File: src/rtl/axil_read_arbiter.sv
// ---------------------------------------------------------------------------
// axil_read_arbiter
//
// Lets NUM_REQ AXI4-Lite read requesters share one downstream read-only slave
// port. Arbitration is round-robin, and only one read may be outstanding: an
// accepted AR whose R beat has not yet been delivered blocks the next grant.
//
// Ports
//   clk_i        system clock, rising edge
//   rst_i        synchronous active-high reset
//   s_araddr_i   requester read addresses, requester k at [k*ADDR_W +: ADDR_W]
//   s_arvalid_i  per-requester AR valid
//   s_arready_o  per-requester AR ready (one-cycle pulse to the winner in IDLE)
//   s_rdata_o    read data, broadcast to all requesters
//   s_rresp_o    read response, broadcast to all requesters
//   s_rvalid_o   per-requester R valid (only the granted bit can be set)
//   s_rready_i   per-requester R ready
//   m_araddr_o   downstream read address (registered)
//   m_arvalid_o  downstream AR valid (registered)
//   m_arready_i  downstream AR ready
//   m_rdata_i    downstream read data
//   m_rresp_i    downstream read response
//   m_rvalid_i   downstream R valid
//   m_rready_o   downstream R ready (combinational from the granted requester)
//   busy_o       high from the cycle after grant until the R handshake is done
// ---------------------------------------------------------------------------
module axil_read_arbiter #(
    parameter int NUM_REQ = 2,
    parameter int ADDR_W  = 32,
    parameter int DATA_W  = 32
) (
    input  logic                      clk_i,
    input  logic                      rst_i,
    input  logic [NUM_REQ*ADDR_W-1:0] s_araddr_i,
    input  logic [NUM_REQ-1:0]        s_arvalid_i,
    output logic [NUM_REQ-1:0]        s_arready_o,
    output logic [DATA_W-1:0]         s_rdata_o,
    output logic [1:0]                s_rresp_o,
    output logic [NUM_REQ-1:0]        s_rvalid_o,
    input  logic [NUM_REQ-1:0]        s_rready_i,
    output logic [ADDR_W-1:0]         m_araddr_o,
    output logic                      m_arvalid_o,
    input  logic                      m_arready_i,
    input  logic [DATA_W-1:0]         m_rdata_i,
    input  logic [1:0]                m_rresp_i,
    input  logic                      m_rvalid_i,
    output logic                      m_rready_o,
    output logic                      busy_o
);

    localparam int IDX_W = (NUM_REQ > 1) ? $clog2(NUM_REQ) : 1;

    typedef enum logic [1:0] {
        IDLE = 2'd0,
        ADDR = 2'd1,
        DATA = 2'd2
    } state_t;

    state_t               state_reg;
    logic [IDX_W-1:0]     rr_ptr_reg;
    logic [IDX_W-1:0]     grant_reg;
    logic [NUM_REQ-1:0]   grant_oh_reg;
    logic [ADDR_W-1:0]    araddr_reg;
    logic                 arvalid_reg;

    logic                 pick_valid;
    logic [IDX_W-1:0]     pick_idx;
    logic [ADDR_W-1:0]    pick_addr;
    logic [NUM_REQ-1:0]   pick_oh;
    logic                 r_ready_sel;
    logic                 r_done;
    logic [IDX_W-1:0]     rr_ptr_next;

    // Round-robin pick: each requesting bit gets its distance from rr_ptr
    // (modulo NUM_REQ); the smallest distance wins. Looping over constant
    // requester indices keeps the address mux free of variable part-selects.
    always_comb begin
        int best_off;
        int off;
        pick_valid = 1'b0;
        pick_idx   = '0;
        pick_addr  = '0;
        best_off   = NUM_REQ;
        off        = 0;
        for (int k = 0; k < NUM_REQ; k++) begin
            off = k - int'(rr_ptr_reg);
            if (off < 0) begin
                off = off + NUM_REQ;
            end
            if (s_arvalid_i[k] && (off < best_off)) begin
                best_off   = off;
                pick_valid = 1'b1;
                pick_idx   = IDX_W'(k);
                pick_addr  = s_araddr_i[k*ADDR_W +: ADDR_W];
            end
        end
    end

    for (genvar gi = 0; gi < NUM_REQ; gi++) begin : g_req
        assign pick_oh[gi]     = pick_valid && (pick_idx == IDX_W'(gi));
        // The AR handshake with the winner happens in the IDLE cycle itself;
        // suppressed during reset so no handshake completes while resetting.
        assign s_arready_o[gi] = (state_reg == IDLE) && !rst_i && pick_oh[gi];
        assign s_rvalid_o[gi]  = (state_reg == DATA) && grant_oh_reg[gi] && m_rvalid_i;
    end

    assign r_ready_sel = |(s_rready_i & grant_oh_reg);
    assign m_rready_o  = (state_reg == DATA) && r_ready_sel;
    assign r_done      = m_rvalid_i && r_ready_sel;
    assign rr_ptr_next = (grant_reg == IDX_W'(NUM_REQ - 1)) ? '0 : grant_reg + 1'b1;

    assign s_rdata_o   = m_rdata_i;
    assign s_rresp_o   = m_rresp_i;
    assign m_araddr_o  = araddr_reg;
    assign m_arvalid_o = arvalid_reg;
    assign busy_o      = (state_reg != IDLE);

    always_ff @(posedge clk_i) begin
        if (rst_i) begin
            state_reg    <= IDLE;
            rr_ptr_reg   <= '0;
            grant_reg    <= '0;
            grant_oh_reg <= '0;
            araddr_reg   <= '0;
            arvalid_reg  <= 1'b0;
        end else begin
            case (state_reg)
                IDLE: begin
                    if (pick_valid) begin
                        grant_reg    <= pick_idx;
                        grant_oh_reg <= pick_oh;
                        araddr_reg   <= pick_addr;
                        arvalid_reg  <= 1'b1;
                        state_reg    <= ADDR;
                    end
                end
                ADDR: begin
                    if (m_arready_i) begin
                        arvalid_reg <= 1'b0;
                        state_reg   <= DATA;
                    end
                end
                DATA: begin
                    if (r_done) begin
                        rr_ptr_reg <= rr_ptr_next;
                        state_reg  <= IDLE;
                    end
                end
                default: begin
                    state_reg <= IDLE;
                end
            endcase
        end
    end

endmodule

File: config.mk
export PLATFORM = sky130hd
export DESIGN_NAME = axil_read_arbiter
export DESIGN_NICKNAME = d
export VERILOG_FILES = /design/src/rtl/axil_read_arbiter.sv
export SDC_FILE = /design/constraint.sdc
export NUM_CORES = 1
export LEC_CHECK = 0
export BUFFER_PORTS_ARGS = -buffer_cell sky130_fd_sc_hd__buf_2
export CAP_MARGIN = 20
export CELL_PAD_IN_SITES_DETAIL_PLACEMENT = 1
export CELL_PAD_IN_SITES_GLOBAL_PLACEMENT = 1
export CORE_MARGIN = 2
export CORE_UTILIZATION = 28
export CTS_BUF_LIST = sky130_fd_sc_hd__clkbuf_4 sky130_fd_sc_hd__clkbuf_8 sky130_fd_sc_hd__clkbuf_16
export DETAILED_ROUTE_END_ITERATION = 16
export GPL_TIMING_DRIVEN = 0
export PLACE_DENSITY = 0.91
export SLEW_MARGIN = 20
export SYNTH_ARGS = -nofsm -noshare
export SYNTH_HDL_FRONTEND = slang
export SYNTH_SLANG_ARGS = --single-unit
File: constraint.sdc
create_clock -name clk_i -period 2.6 [get_ports clk_i]
set_clock_uncertainty 0.1 [all_clocks]
set_input_delay 0.52 -clock clk_i [delete_from_list [all_inputs] [get_ports clk_i]]
set_output_delay 0.52 -clock clk_i [all_outputs]
set_load 0.005 [all_outputs]
==> impl_metrics.json <==
{
  "maxSlewHeadroom_pct": 47.12,
  "ys_warn_count": 0,
  "total_power_uw": 1720,
  "rsz0062_at_grt": "no",
  "clk-insertion-delay-late_ns": 0.29,
  "syn-num-nets": 326,
  "drt_pre_antenna_iters": 4,
  "grt_pass1_vias": 2306,
  "path_common_cell": "buf_2",
  "slew_violations": 0,
  "synth-edff-count": 0,
  "drc_errors": 0,
  "cts_tree": "yes",
  "postRouteAntennaNets": 0,
  "tightest_slew_ns": 0.7915,
  "crit_arrival_ns": 1.64,
  "status": "finished, final reports clean",
  "slowest_delay_ns": 0.38,
  "drv_cap": 0,
  "crit_buf_inv": 3,
  "post_cts_buffers": 0,
  "via_per_inst": 4.711,
  "place_congestion": 0.7501,
  "grt_start_max_net_pins": 13,
  "hp-class": "in2reg",
  "coreArea_um2": 7214,
  "setup_viol": 0,
  "cts.sinks": 39,
  "ys_seq_area_share_pct": 37.43,
  "clock-root-buffer": "clkbuf_8",
  "synthesis.area_um2": 2086,
  "postSynthAreaPerCell_um2": 9.481,
  "power_frac_comb_pct": 23.9,
  "cp_max_fo": 10,
  "setup_tns_ns": 0,
  "finalCoreUtilization_pct": 42.44,
  "path_cells": "or3_1, buf_2, buf_6, nor2_2, buf_2",
  "routed-via-count": 2214,
  "fin_nets": 476,
  "criticalPathCategory": "reg2out",
  "start_util_pct": 28.91,
  "port_buffers": 143,
  "antenna_found_initial": 0,
  "switchingPower_uw": 448.9,
  "rows": 31,
  "crit_required_ns": 1.98,
  "die_w_um": 90.31,
  "ios": 179,
  "p_seq_share_pct": 40.5,
  "drt-wirelength-per-cell_um": 14.30,
  "drt_iter0_drc": 31,
  "synth_cell_types": 33,
  "numCtsBuffers": 5,
  "cts_hold_buf": 0,
  "cts_resized": 0,
  "largest_reg_flops": 32,
  "area_growth_pct": 46.79,
  "die_h_um": 90.31,
  "die_area_um2": 8156,
  "grt_pass1_wl_um": 11250,
  "fmax_mhz": 441.6,
  "cts_buffer_depth": 2,
  "ys_ff_latch": 39,
  "finalWirelength_um": 6720,
  "p_per_area_nw_per_um2": 561.7,
  "clk_pin_slew_ns": 0.08,
  "clock_power_share_pct": 35.5,
  "swShare_pct": 26.10,
  "period_share_pct": 87.09,
  "hold_viol": 0,
  "synthFlopType": "dfxtp_1",
  "critPathSlowestCell": "or3_1",
  "ir_drop_uv": 201.4,
  "path_delay_family": "simple AND/OR/NAND/NOR gates",
  "antenna_cells": 0,
  "start_kind": "flip-flop",
  "p_leak_uw": 0.001595,
  "overflow": 0,
  "drive_above_1_share_pct": 59.30,
  "cts_max_level": 2,
  "p_int_uw": 1271,
  "grt.total_usage_pct": 16.59,
  "syn_inst": 220,
  "post-dp-hpwl_um": 5417,
  "worstSetupEndpointType": "output pin",
  "synthArstFlopShare_pct": 0,
  "period_minus_slack_ns": 2.264
}
==> worst paths after layout <==
check | start | endpoint | slack, ns | cells after the start
setup / recovery | state_reg[0]$_SDFFE_PP0P_ | s_arready_o[0] | 0.34 | 5
hold / removal | rst_i | m_araddr_o[23]$_SDFFE_PP0P_ | 0.33 | 2
setup reg to reg | state_reg[0]$_SDFFE_PP0P_ | m_araddr_o[25]$_SDFFE_PP0P_ | 0.99 | 4
hold reg to reg | grant_reg$_SDFFE_PP0P_ | rr_ptr_reg$_SDFFE_PP0P_ | 0.35 | 1
==> area by class of cell <==
| type | count | area, um^2 |
|---|---|---|
| Sequential cell | 39 | 780.7 |
| Inverter | 25 | 93.84 |
| Tap cell | 99 | 123.9 |
| Multi-Input combinational cell | 105 | 840.8 |
| Buffer | 51 | 370.4 |
| Fill cell | 923 | 4153 |
| Clock inverter | 2 | 60.06 |
| Timing Repair Buffer | 143 | 715.7 |
| Clock buffer | 6 | 76.32 |
==> cell families (layout without fill, tap and decap cells) <==
logic type,count (synthesis),count (layout),share of synthesized area (%)
and+or+nand+nor,40,40,15.06
buffers and inverters,76,227,22.25
AOI/OAI and AO/OA,65,65,25.25
DFF,39,39,37.43
==> cell usage in the layout (no fill, tap or decap), drive strengths merged, types with 2 or more instances in the layout <==
master,n
a211oi,10
a21o,2
a21oi,14
a221o,22
a32oi,10
and3,2
buf,188
bufinv,2
clkbuf,12
dfxtp,39
inv,25
nand2,3
nand3b,2
nor2,3
nor2b,2
nor3,22
==> power by group through the flow <==
| stage | combinational [uW] | sequential, uW | clock (uW) |
|---|---|---|---|
| 2_1_floorplan | 222 | 712 | 0 |
| 3_3_place_gp | 405 | 706 | 0 |
| 3_5_place_dp | 418 | 710 | 0 |
| 4_1_cts | 419 | 697 | 630 |
| 5_1_grt | 458 | 705 | 656 |
| 6_report | 412 | 697 | 611 |
==> stage by stage <==
step | instances | hold slack, ns | area (um^2) | setup WS [ns]
after floorplan | 220 | 0.3243 | 2086 | 0.6436
after global placement | 462 | 0.3445 | 2925 | 0.4141
after detailed placement | 462 | 0.3464 | 2925 | 0.4147
after CTS | 470 | 0.3109 | 3062 | 0.3066
after global routing | 470 | 0.3074 | 3062 | 0.2355
final | 470 | 0.3267 | 3062 | 0.3357
==> worst register-to-register path: stages (launching register included) <==
cell and delay [ns]:
dfxtp_1 0.36, nor2_2 0.28, clkbuf_1 0.42, a21oi_1 0.12
a211oi_1 0.23
==> per-layer routing <==
metal | wire [um] | vias up | global-route usage, %
met5 | 0 | - | 0
met4 | 74 | 0 | 3.718
met3 | 609 | 9 | 5.760
met2 | 3325 | 117 | 29.32
met1 | 2710 | 1026 | 19.31
li1 | - | 1062 | -
==> synth_stat cells (3+ instances only) <==
library cell   n  area, um^2
a211oi_1      10       75.07
a21oi_1       13       65.06
a221o_1       22       220.2
a32oi_1       10       87.58
buf_2          5       25.02
buf_4         34       255.2
buf_6          6       67.56
clkbuf_1       6       22.52
dfxtp_1       39       780.8
inv_1         25       93.84
nand2_1        3       11.26
nor3_1         3       15.01
nor3_2        19       190.2
Note: power is estimated with default switching activity, not from simulation.
